## config.mk

```make
export PLATFORM = sky130hd
export DESIGN_NAME = alu_exec_unit
export DESIGN_NICKNAME = d
export VERILOG_FILES = /design/src/rtl/alu_exec_unit_pkg.sv /design/src/rtl/alu_exec_unit_alu_core.sv /design/src/rtl/alu_exec_unit.sv
export SDC_FILE = /design/constraint.sdc
export NUM_CORES = 1
export LEC_CHECK = 0
export BUFFER_PORTS_ARGS = -buffer_cell sky130_fd_sc_hd__buf_2
export CAP_MARGIN = 10
export CELL_PAD_IN_SITES_DETAIL_PLACEMENT = 1
export CELL_PAD_IN_SITES_GLOBAL_PLACEMENT = 1
export CORE_MARGIN = 2
export CORE_UTILIZATION = 48
export CTS_CLUSTER_DIAMETER = 150
export DETAILED_ROUTE_END_ITERATION = 10
export PLACE_DENSITY_LB_ADDON = 0.1
export SETUP_SLACK_MARGIN = 0.1
export SYNTH_ARGS = -nofsm -noshare
export SYNTH_HDL_FRONTEND = slang
export SYNTH_HIERARCHICAL = 1
export SYNTH_SLANG_ARGS = --single-unit
```

## constraint.sdc

```tcl
create_clock -name clk -period 17.2 [get_ports clk]
set_clock_uncertainty 0.05 [all_clocks]
set_input_delay 0.86 -clock clk [delete_from_list [all_inputs] [get_ports clk]]
set_output_delay 0.86 -clock clk [all_outputs]
set_load 0.05 [all_outputs]
```

## src/rtl/alu_exec_unit_pkg.sv

```systemverilog
// Shared types for the integer ALU functional unit: opcode enum, FU type codes,
// datapath widths and the issue packet handed over by the reservation station.
package alu_exec_unit_pkg;

    localparam int XLEN      = 32;
    localparam int PREG_W    = 6;
    localparam int ROB_TAG_W = 5;

    localparam logic [1:0] FU_ALU = 2'd0;
    localparam logic [1:0] FU_LSU = 2'd1;
    localparam logic [1:0] FU_BRU = 2'd2;

    typedef enum logic [3:0] {
        ALU_ADD   = 4'd0,
        ALU_SUB   = 4'd1,
        ALU_AND   = 4'd2,
        ALU_OR    = 4'd3,
        ALU_XOR   = 4'd4,
        ALU_SLL   = 4'd5,
        ALU_SRL   = 4'd6,
        ALU_SRA   = 4'd7,
        ALU_SLT   = 4'd8,
        ALU_SLTU  = 4'd9,
        ALU_LUI   = 4'd10,
        ALU_AUIPC = 4'd11
    } alu_op_e;

    typedef struct packed {
        logic [XLEN-1:0]      pc;
        logic [XLEN-1:0]      imm;
        logic                 imm_used;
        alu_op_e              alu_op;
        logic [PREG_W-1:0]    rs1_tag;
        logic [PREG_W-1:0]    rs2_tag;
        logic [PREG_W-1:0]    rd_tag;
        logic                 rd_used;
        logic [ROB_TAG_W-1:0] rob_tag;
    } issue_pkt_t;

endpackage

```

## src/rtl/alu_exec_unit_alu_core.sv

```systemverilog
// Purely combinational integer ALU; shared with the branch unit, so it carries
// no pipeline state of its own.
module alu_core
    import alu_exec_unit_pkg::*;
(
    input  alu_op_e         alu_op,
    input  logic [XLEN-1:0] op_a,
    input  logic [XLEN-1:0] op_b,
    input  logic [XLEN-1:0] pc,
    input  logic [XLEN-1:0] imm,
    output logic [XLEN-1:0] result
);

    logic [4:0] shamt;

    assign shamt = op_b[4:0];

    always_comb begin
        result = '0;
        case (alu_op)
            ALU_ADD:   result = op_a + op_b;
            ALU_SUB:   result = op_a - op_b;
            ALU_AND:   result = op_a & op_b;
            ALU_OR:    result = op_a | op_b;
            ALU_XOR:   result = op_a ^ op_b;
            ALU_SLL:   result = op_a << shamt;
            ALU_SRL:   result = op_a >> shamt;
            ALU_SRA:   result = $unsigned($signed(op_a) >>> shamt);
            ALU_SLT:   result = {{(XLEN-1){1'b0}}, ($signed(op_a) < $signed(op_b))};
            ALU_SLTU:  result = {{(XLEN-1){1'b0}}, (op_a < op_b)};
            ALU_LUI:   result = op_b;
            ALU_AUIPC: result = pc + imm;
            default:   result = '0;
        endcase
    end

endmodule

```

## src/rtl/alu_exec_unit.sv

```systemverilog
// Two-stage ALU unit (RR, EX): reads the PRF with same-cycle CDB bypass, executes,
// and holds the result on the CDB until the arbiter grants it.
module alu_exec_unit
    import alu_exec_unit_pkg::*;
(
    input  logic                 clk,
    input  logic                 rst_n,
    input  logic                 flush_i,
    input  logic                 issue_valid_i,
    output logic                 exec_ready_o,
    input  issue_pkt_t           issue_pkt_i,
    output logic [PREG_W-1:0]    prf_rs1_tag_o,
    input  logic [XLEN-1:0]      prf_rs1_data_i,
    output logic [PREG_W-1:0]    prf_rs2_tag_o,
    input  logic [XLEN-1:0]      prf_rs2_data_i,
    output logic                 cdb_valid_o,
    input  logic                 cdb_ready_i,
    output logic [PREG_W-1:0]    cdb_tag_o,
    output logic [ROB_TAG_W-1:0] cdb_rob_tag_o,
    output logic                 cdb_rd_used_o,
    output logic [XLEN-1:0]      cdb_data_o,
    input  logic                 byp_valid_i,
    input  logic [PREG_W-1:0]    byp_tag_i,
    input  logic [XLEN-1:0]      byp_data_i
);

    // Handshake: an op moves into RR when issue_valid_i && exec_ready_o at a
    // rising edge; the result leaves EX when cdb_valid_o && cdb_ready_i.
    logic                 rr_valid;
    issue_pkt_t           rr_pkt;
    logic                 ex_valid;
    logic [XLEN-1:0]      ex_data;
    logic [PREG_W-1:0]    ex_tag;
    logic [ROB_TAG_W-1:0] ex_rob_tag;
    logic                 ex_rd_used;

    logic            ex_free;
    logic            rr_adv;
    logic            issue_fire;
    logic [XLEN-1:0] rs1_val;
    logic [XLEN-1:0] rs2_val;
    logic [XLEN-1:0] op_b;
    logic [XLEN-1:0] alu_result;

    assign ex_free      = !ex_valid || cdb_ready_i;
    assign rr_adv       = rr_valid && ex_free;
    assign exec_ready_o = !rr_valid || rr_adv;
    assign issue_fire   = issue_valid_i && exec_ready_o;

    assign prf_rs1_tag_o = rr_pkt.rs1_tag;
    assign prf_rs2_tag_o = rr_pkt.rs2_tag;

    // Tag 0 is the zero register and must never pick up a bypass.
    function automatic logic [XLEN-1:0] pick_operand(
        input logic [PREG_W-1:0] tag,
        input logic [XLEN-1:0]   prf_data,
        input logic              byp_valid,
        input logic [PREG_W-1:0] byp_tag,
        input logic [XLEN-1:0]   byp_data
    );
        if (tag == '0)
            return '0;
        else if (byp_valid && byp_tag == tag)
            return byp_data;
        else
            return prf_data;
    endfunction

    assign rs1_val = pick_operand(rr_pkt.rs1_tag, prf_rs1_data_i, byp_valid_i, byp_tag_i, byp_data_i);
    assign rs2_val = pick_operand(rr_pkt.rs2_tag, prf_rs2_data_i, byp_valid_i, byp_tag_i, byp_data_i);
    assign op_b    = rr_pkt.imm_used ? rr_pkt.imm : rs2_val;

    alu_core u_alu_core (
        .alu_op (rr_pkt.alu_op),
        .op_a   (rs1_val),
        .op_b   (op_b),
        .pc     (rr_pkt.pc),
        .imm    (rr_pkt.imm),
        .result (alu_result)
    );

    always_ff @(posedge clk or negedge rst_n) begin
        if (!rst_n) begin
            rr_valid <= 1'b0;
            rr_pkt   <= '0;
        end else if (flush_i) begin
            rr_valid <= 1'b0;
        end else if (issue_fire) begin
            rr_valid <= 1'b1;
            rr_pkt   <= issue_pkt_i;
        end else if (rr_adv) begin
            rr_valid <= 1'b0;
        end
    end

    // EX registers only load on rr_adv, which cannot happen while a stalled
    // result is waiting, so the CDB payload stays stable under back-pressure.
    always_ff @(posedge clk or negedge rst_n) begin
        if (!rst_n) begin
            ex_valid   <= 1'b0;
            ex_data    <= '0;
            ex_tag     <= '0;
            ex_rob_tag <= '0;
            ex_rd_used <= 1'b0;
        end else if (flush_i) begin
            ex_valid <= 1'b0;
        end else if (rr_adv) begin
            ex_valid   <= 1'b1;
            ex_data    <= alu_result;
            ex_tag     <= rr_pkt.rd_tag;
            ex_rob_tag <= rr_pkt.rob_tag;
            ex_rd_used <= rr_pkt.rd_used;
        end else if (cdb_ready_i) begin
            ex_valid <= 1'b0;
        end
    end

    assign cdb_valid_o   = ex_valid;
    assign cdb_data_o    = ex_data;
    assign cdb_tag_o     = ex_tag;
    assign cdb_rob_tag_o = ex_rob_tag;
    assign cdb_rd_used_o = ex_rd_used;

endmodule

```

======== Yosys cells after proc, flatten, opt, wreduce, memory -nomap -nowiden ========
Cells that the tools add are included.
operators by class
  $add $sub $neg .......................... 3
  magnitude comparators ................... 2
  equal/unequal tests ..................... 13
  shifts and indexed selects .............. 3
  multiplexer cells ....................... 12
  bitwise operators ....................... 4
  reductions and logical operators ........ 15
operator list
  cell                  count
  $pmux W32 S12         1
  $mux W32              5
  $add A32 B32 Y32      2
  $lt A32 B32 Y1        2
  $and A32 B32 Y32      1
  $or A32 B32 Y32       1
  $shl A32 B5 Y32       1
  $shr A32 B5 Y32       1
  $sshr A32 B5 Y32      1
  $sub A32 B32 Y32      1
  $xor A32 B32 Y32      1
  $eq A4 B3 Y1 const B  4
  $eq A4 B4 Y1 const B  4
  $eq A6 B6 Y1          2
  $logic_not A6 Y1      2
  $eq A4 B2 Y1 const B  2
  $mux W1               6
  $reduce_bool A3 Y1    2
  $eq A4 B1 Y1 const B  1
  $logic_and A1 B1 Y1   4
  $logic_not A4 Y1      1
  $reduce_and A2 Y1     2
  $logic_not A1 Y1      2
  $logic_or A1 B1 Y1    2
  $not A1 Y1            1
word-level totals
  register bits after elaboration ......... 139
  input port bits ......................... 201
  output and inout port bits .............. 58
  word-level logic and storage cells ...... 67

======== Longest topological paths before layout ========
  depth after elaboration ................. 7
  gate-level depth with buffers ........... 23
  gate-level depth less buffers ........... 17

======== Modules after synthesis ========
The synthesis kept the hierarchy.
modules (own cells, without submodules)
  module         instances  cells an instance  area an instance (µm²)  seq. area each (µm²)
  alu_core       1          1566               10553.9                 0.0
  alu_exec_unit  1          601                7088.0                  3478.3

======== Least setup slack after synthesis ========
No wires, ideal clock.
  kind .................................... input to register
  from .................................... in byp_tag_i[0]
  to ...................................... reg ex_data[20] (netlist: cdb_data_o[20])
  setup time .............................. 0.125 ns
  arrival ................................. 5.658 ns
  required time ........................... 17.025 ns
  slack ................................... 11.367 ns
  stages .................................. 22
  buffers on the path ..................... 7
  cells stage by stage .................... xnor2_1 > nand4_1 > or2_1 > clkbuf_1 > clkbuf_1 > a221o_1 > clkbuf_1 > inv_2 > buf_1 > buf_2 > buf_2 > ha_1 > buf_2 > a21oi_1 > o211a_1 > o31ai_2 > o31a_2 > a221oi_2 > o31ai_1 > a221o_1 > a221o_1 > mux2_2
between the ends
  longest elaborated chain between the ends .. 7
  elaborated cells on any way between the ends .. 18
  those cells by class .................... 2 x add/sub; 2 x eq/ne; 3 x shift; 6 x mux; 3 x bitwise; 2 x reduce/logical
ends and longest elaborated chain
  element                                   RTL line                      RTL
  start: declaration                        alu_exec_unit.sv:23           input logic [PREG_W-1:0] byp_tag_i,
  $eq A6 B6 Y1 *                            alu_exec_unit.sv:63           else if (byp_valid && byp_tag == tag)
  $logic_and A1 B1 Y1 *                     alu_exec_unit.sv:63
  $mux W32 *                                alu_exec_unit.sv:63
  $mux W32 *                                alu_exec_unit.sv:61           if (tag == '0)
  $mux W32 *                                alu_exec_unit.sv:71           assign op_b = rr_pkt.imm_used ? rr_pkt.imm : rs2_val;
  named net op_b[2]                         alu_exec_unit.sv:42           logic [XLEN-1:0] op_b;
  $sub A32 B32 Y32 (tied with other cells)  alu_exec_unit_alu_core.sv:22  ALU_SUB: result = op_a - op_b;
  $pmux W32 S12 *                           alu_exec_unit_alu_core.sv:20  case (alu_op)
  named net alu_result[20]                  alu_exec_unit.sv:43           logic [XLEN-1:0] alu_result;
  end signal: assignment                    alu_exec_unit.sv:109          ex_data <= alu_result;
  end: declaration                          alu_exec_unit.sv:32           logic [XLEN-1:0] ex_data;
The timed path passes the listed nets; every way through them passes the cells marked *.
A chain may end at the register's enable or synchronous reset.

======== Final worst setup path ========
  from .................................... reg rr_pkt (netlist bit prf_rs2_tag_o[2])
  to ...................................... reg ex_data[30] (netlist: cdb_data_o[30])
between the ends
  longest elaborated chain between the ends .. 7
  elaborated cells on any way between the ends .. 15
  those cells by class .................... 2 x add/sub; 1 x eq/ne; 3 x shift; 4 x mux; 3 x bitwise; 2 x reduce/logical
ends and longest elaborated chain
  element                                   RTL line                      RTL
  start: declaration                        alu_exec_unit.sv:30           issue_pkt_t rr_pkt;
  start signal: assignment                  alu_exec_unit.sv:90           rr_pkt <= issue_pkt_i;
  $eq A6 B6 Y1                              alu_exec_unit.sv:63
  $logic_and A1 B1 Y1                       alu_exec_unit.sv:63
  $mux W32                                  alu_exec_unit.sv:63
  $mux W32 *                                alu_exec_unit.sv:61
  $mux W32 *                                alu_exec_unit.sv:71
  named net op_b[0]                         alu_exec_unit.sv:42
  $sub A32 B32 Y32 (tied with other cells)  alu_exec_unit_alu_core.sv:22
  $pmux W32 S12 *                           alu_exec_unit_alu_core.sv:20
  named net alu_result[30]                  alu_exec_unit.sv:43
Marked as above.

==> flow_metrics.tcl <==
set metrics [dict create \
    finalCritPeriodShare_pct 36.5 \
    worst_ep_required_time_ns 17.50 \
    ir_drop_v 0.0000853 \
    floorplan.rows 70 \
    synth-async-reset-ratio_pct 100 \
    numCtsBuffers 17 \
    worstSkewPairLatency_ns 0.47 \
    p_leak_nw 8.49 \
    worstPathMaxFanout 64 \
    n_antenna_cell 0 \
    worst_slew_pin_slew_ns 1.26 \
    route.detailed.drc 0 \
    antenna_found_initial 2 \
    num_vias 19400 \
    track_usage_pct 43.0 \
    syn_inst 2167 \
    synth_edf_count 0 \
    synth.distinct_cells 100 \
    htree_num_levels 4 \
    ctsResizeCount 0 \
    cts-root-buf "clkbuf_16" \
    path_clk_slew_ns 0.08 \
    wl_per_cell_um 29.8 \
    drtIter0Drc 2158 \
    die_x_um 196 \
    worstSetupEndpointType "flop" \
    power_mw 2.53 \
    die_area_um2 38300 \
    area_growth_pct 11.9 \
    gp_congestion 1.09 \
    finalCriticalPeriod_ns 6.28 \
    fin_ws_ns 10.92 \
    cts_tree "done" \
    port_buffers 258 \
    postLayoutCellArea_um2 19700 \
    nNetsFinal 2651 \
    grt_pass1_wl_mm 125 \
    coreArea_um2 36400 \
    status "complete, no violations" \
    maxClockFrequency_mhz 159 \
    drv_cap 0 \
    synth_flop_cell "dfrtp_1" \
    grt_overflow_total 0 \
    wl_mm 83.6 \
    post_dp_cell_area_um2 19100 \
    hold_class "in -> async" \
    io_pins 259 \
    clk_path_buf_depth 2 \
    critPathKind "reg -> reg" \
    slew_viol_final 0 \
    layout-drive-gt1-share_pct 24.4 \
    chipHeight_um 196 \
    grt_max_degree 76 \
    via_per_inst 6.95 \
    postSynthAreaPerCell_um2 8.14 \
    synth_area_um2 17600 \
    n_fill_cell 4494 \
    finalSetupTns_ns 0 \
    dr.pass1.iters 5 \
    p_per_area_nw_per_um2 128 \
    cp-start-kind "flop" \
    critPathArrivalTime_ns 6.58 \
    seqCellArea_um2 3480 \
    holdWs_ns 0.384 \
    synth_nets 2499 \
    multi_input_area_um2 12900 \
    dp_hpwl_mm 63.2 \
    cts-hold-fix-buffers 0 \
    setup_viol 0 \
    synth_seq_cells 139 \
    grt_pass1_vias 19700 \
    grt_setup_unrepaired "no" \
    preCtsSetupSlack_ns 10.91 \
    relSlewSlack_pct 14.0 \
    finalHoldViolCount 0 \
    yosysSeqAreaShare_pct 19.7 \
    ant_nets 0 \
    ys_warn_count 6 \
    post_cts_buffers 0 \
    clkSinkCount 139 \
    start_util_pct 48.4 \
]
placed cells by master, fill, tap and decap left out, drive strengths merged, types with 8 or more instances in the layout:
cell type,synthesis,final
mux2i,64,64
o221ai,19,19
nor3,29,29
inv,106,112
a21o,27,27
o21bai,18,18
ha,128,128
o2111ai,11,11
xnor2,36,36
mux2,167,167
nand4,10,10
nand2b,49,49
o21a,20,20
dfrtp,139,139
clkbuf,110,19
nor4,43,43
o22ai,16,16
mux4,12,12
a31oi,11,11
nor3b,38,38
buf,72,315
nand3,61,61
a211o,9,9
nand2,113,113
a211oi,48,48
nor2,153,153
and3,9,9
or2,8,8
nor2b,18,18
a221oi,19,19
o31ai,13,13
and2,16,16
a22oi,24,24
a21oi,214,214
o21ai,152,152
a221o,41,41
a2111oi,10,10
xor2,15,15
o211ai,30,30
critical path, stage by stage (launching register included):
cell and delay [ns]:
dfrtp_1 0.43, or4_4 0.57, nor3_4 0.13, buf_4 0.59, nor3b_1 0.16, a221o_4 0.64
ha_1 0.34, fa_1 0.40, a21oi_1 0.36, o211a_1 0.20, o31ai_2 0.12, o31ai_1 0.64
o21ai_1 0.25, a211oi_1 0.35, xnor2_1 0.11, a211o_1 0.30, a211o_1 0.26, mux2_2 0.25
kinds of logic (layout without fill, tap and decap cells):
kind of cell / Yosys count / count (layout) / share of synthesized area [%]
XOR/XNOR: 51 / 51 / 2.53
flip-flops: 139 / 139 / 19.7
adder cells (fa/ha/maj): 131 / 131 / 9.42
AND/OR/NAND/NOR: 568 / 568 / 16.5
AO/OA/AOI/OAI: 745 / 745 / 28.6
multiplexers: 243 / 243 / 15.8
buffers and inverters: 290 / 455 / 7.43
stage by stage:
stage               util (%)  std cells
global route            54.2       2800
CTS                     54.1       2799
global placement        52.5       2767
finish                  54.2       2800
floorplan                  -       2167
detailed placement      52.5       2767
synthesized netlist by cell type (all sizes together), types with 12 or more instances:
| cell type | count | share of area [%] |
|---|---|---|
| a211oi | 48 | 2.1 |
| a21o | 27 | 1.1 |
| a21oi | 214 | 6.1 |
| a221o | 41 | 2.3 |
| a221oi | 19 | 1.0 |
| a22oi | 24 | 1.0 |
| and2 | 16 | 0.57 |
| buf | 72 | 2.8 |
| clkbuf | 110 | 2.4 |
| dfrtp | 139 | 20 |
| ha | 128 | 9.1 |
| inv | 106 | 2.3 |
| mux2 | 167 | 11 |
| mux2i | 64 | 3.6 |
| mux4 | 12 | 1.5 |
| nand2 | 113 | 2.4 |
| nand2b | 49 | 1.7 |
| nand3 | 61 | 1.7 |
| nor2 | 153 | 3.3 |
| nor2b | 18 | 0.64 |
| nor3 | 29 | 0.89 |
| nor3b | 38 | 1.7 |
| nor4 | 43 | 1.6 |
| o211ai | 30 | 1.4 |
| o21a | 20 | 0.85 |
| o21ai | 152 | 4.3 |
| o21bai | 18 | 0.77 |
| o221ai | 19 | 0.94 |
| o22ai | 16 | 0.57 |
| o31ai | 13 | 0.61 |
| xnor2 | 36 | 1.8 |
| xor2 | 15 | 0.74 |
state kept, by name, summed over array words and instances, names as in the netlist:
signal	cells
cdb_data_o	32
cdb_rd_used_o	1
cdb_rob_tag_o	5
cdb_tag_o	6
cdb_valid_o	1
prf_rs1_tag_o	6
prf_rs2_tag_o	6
rr_pkt	81
rr_valid	1
final timing paths:
| path | start | end | slack [ns] | cells after the start |
|---|---|---|---|---|
| max | prf_rs2_tag_o[2] | cdb_data_o[30] | 10.92 | 17 |
| min | rst_n | cdb_data_o[3] | 0.38 | 1 |
| max reg2reg | prf_rs2_tag_o[2] | cdb_data_o[30] | 10.92 | 17 |
| min reg2reg | cdb_data_o[11] | cdb_data_o[11] | 0.45 | 1 |
| max in group asynchronous | rst_n | rr_pkt[28] | 15.28 | 2 |
| min in group clk | cdb_data_o[11] | cdb_data_o[11] | 0.45 | 1 |
where the power goes:
part | total, mW | switching [mW] | internal (mW)
clock network | 0.416 | 0.184 | 0.233
registers | 0.477 | 0.0712 | 0.406
logic | 1.64 | 1.11 | 0.529
total | 2.53 | 1.36 | 1.17
per-layer routing:
metal / routed length [um] / track usage, % / vias to the layer above
met5: 21 / 0 / -
met4: 3080 / 15.0 / 4
met3: 7940 / 10.1 / 180
met2: 37500 / 67.4 / 1120
met1: 35000 / 58.1 / 9739
li1: - / - / 8406
final cells by class:
type / count / area share, %
multi-input combinational: 1738 / 65.5
clock inverter: 13 / 0.913
timing repair buffer: 315 / 8.78
tap: 468 / 2.97
sequential: 139 / 17.6
clock buffer: 19 / 2.19
inverter: 108 / 2.05
(Power assumes the default switching activity.)
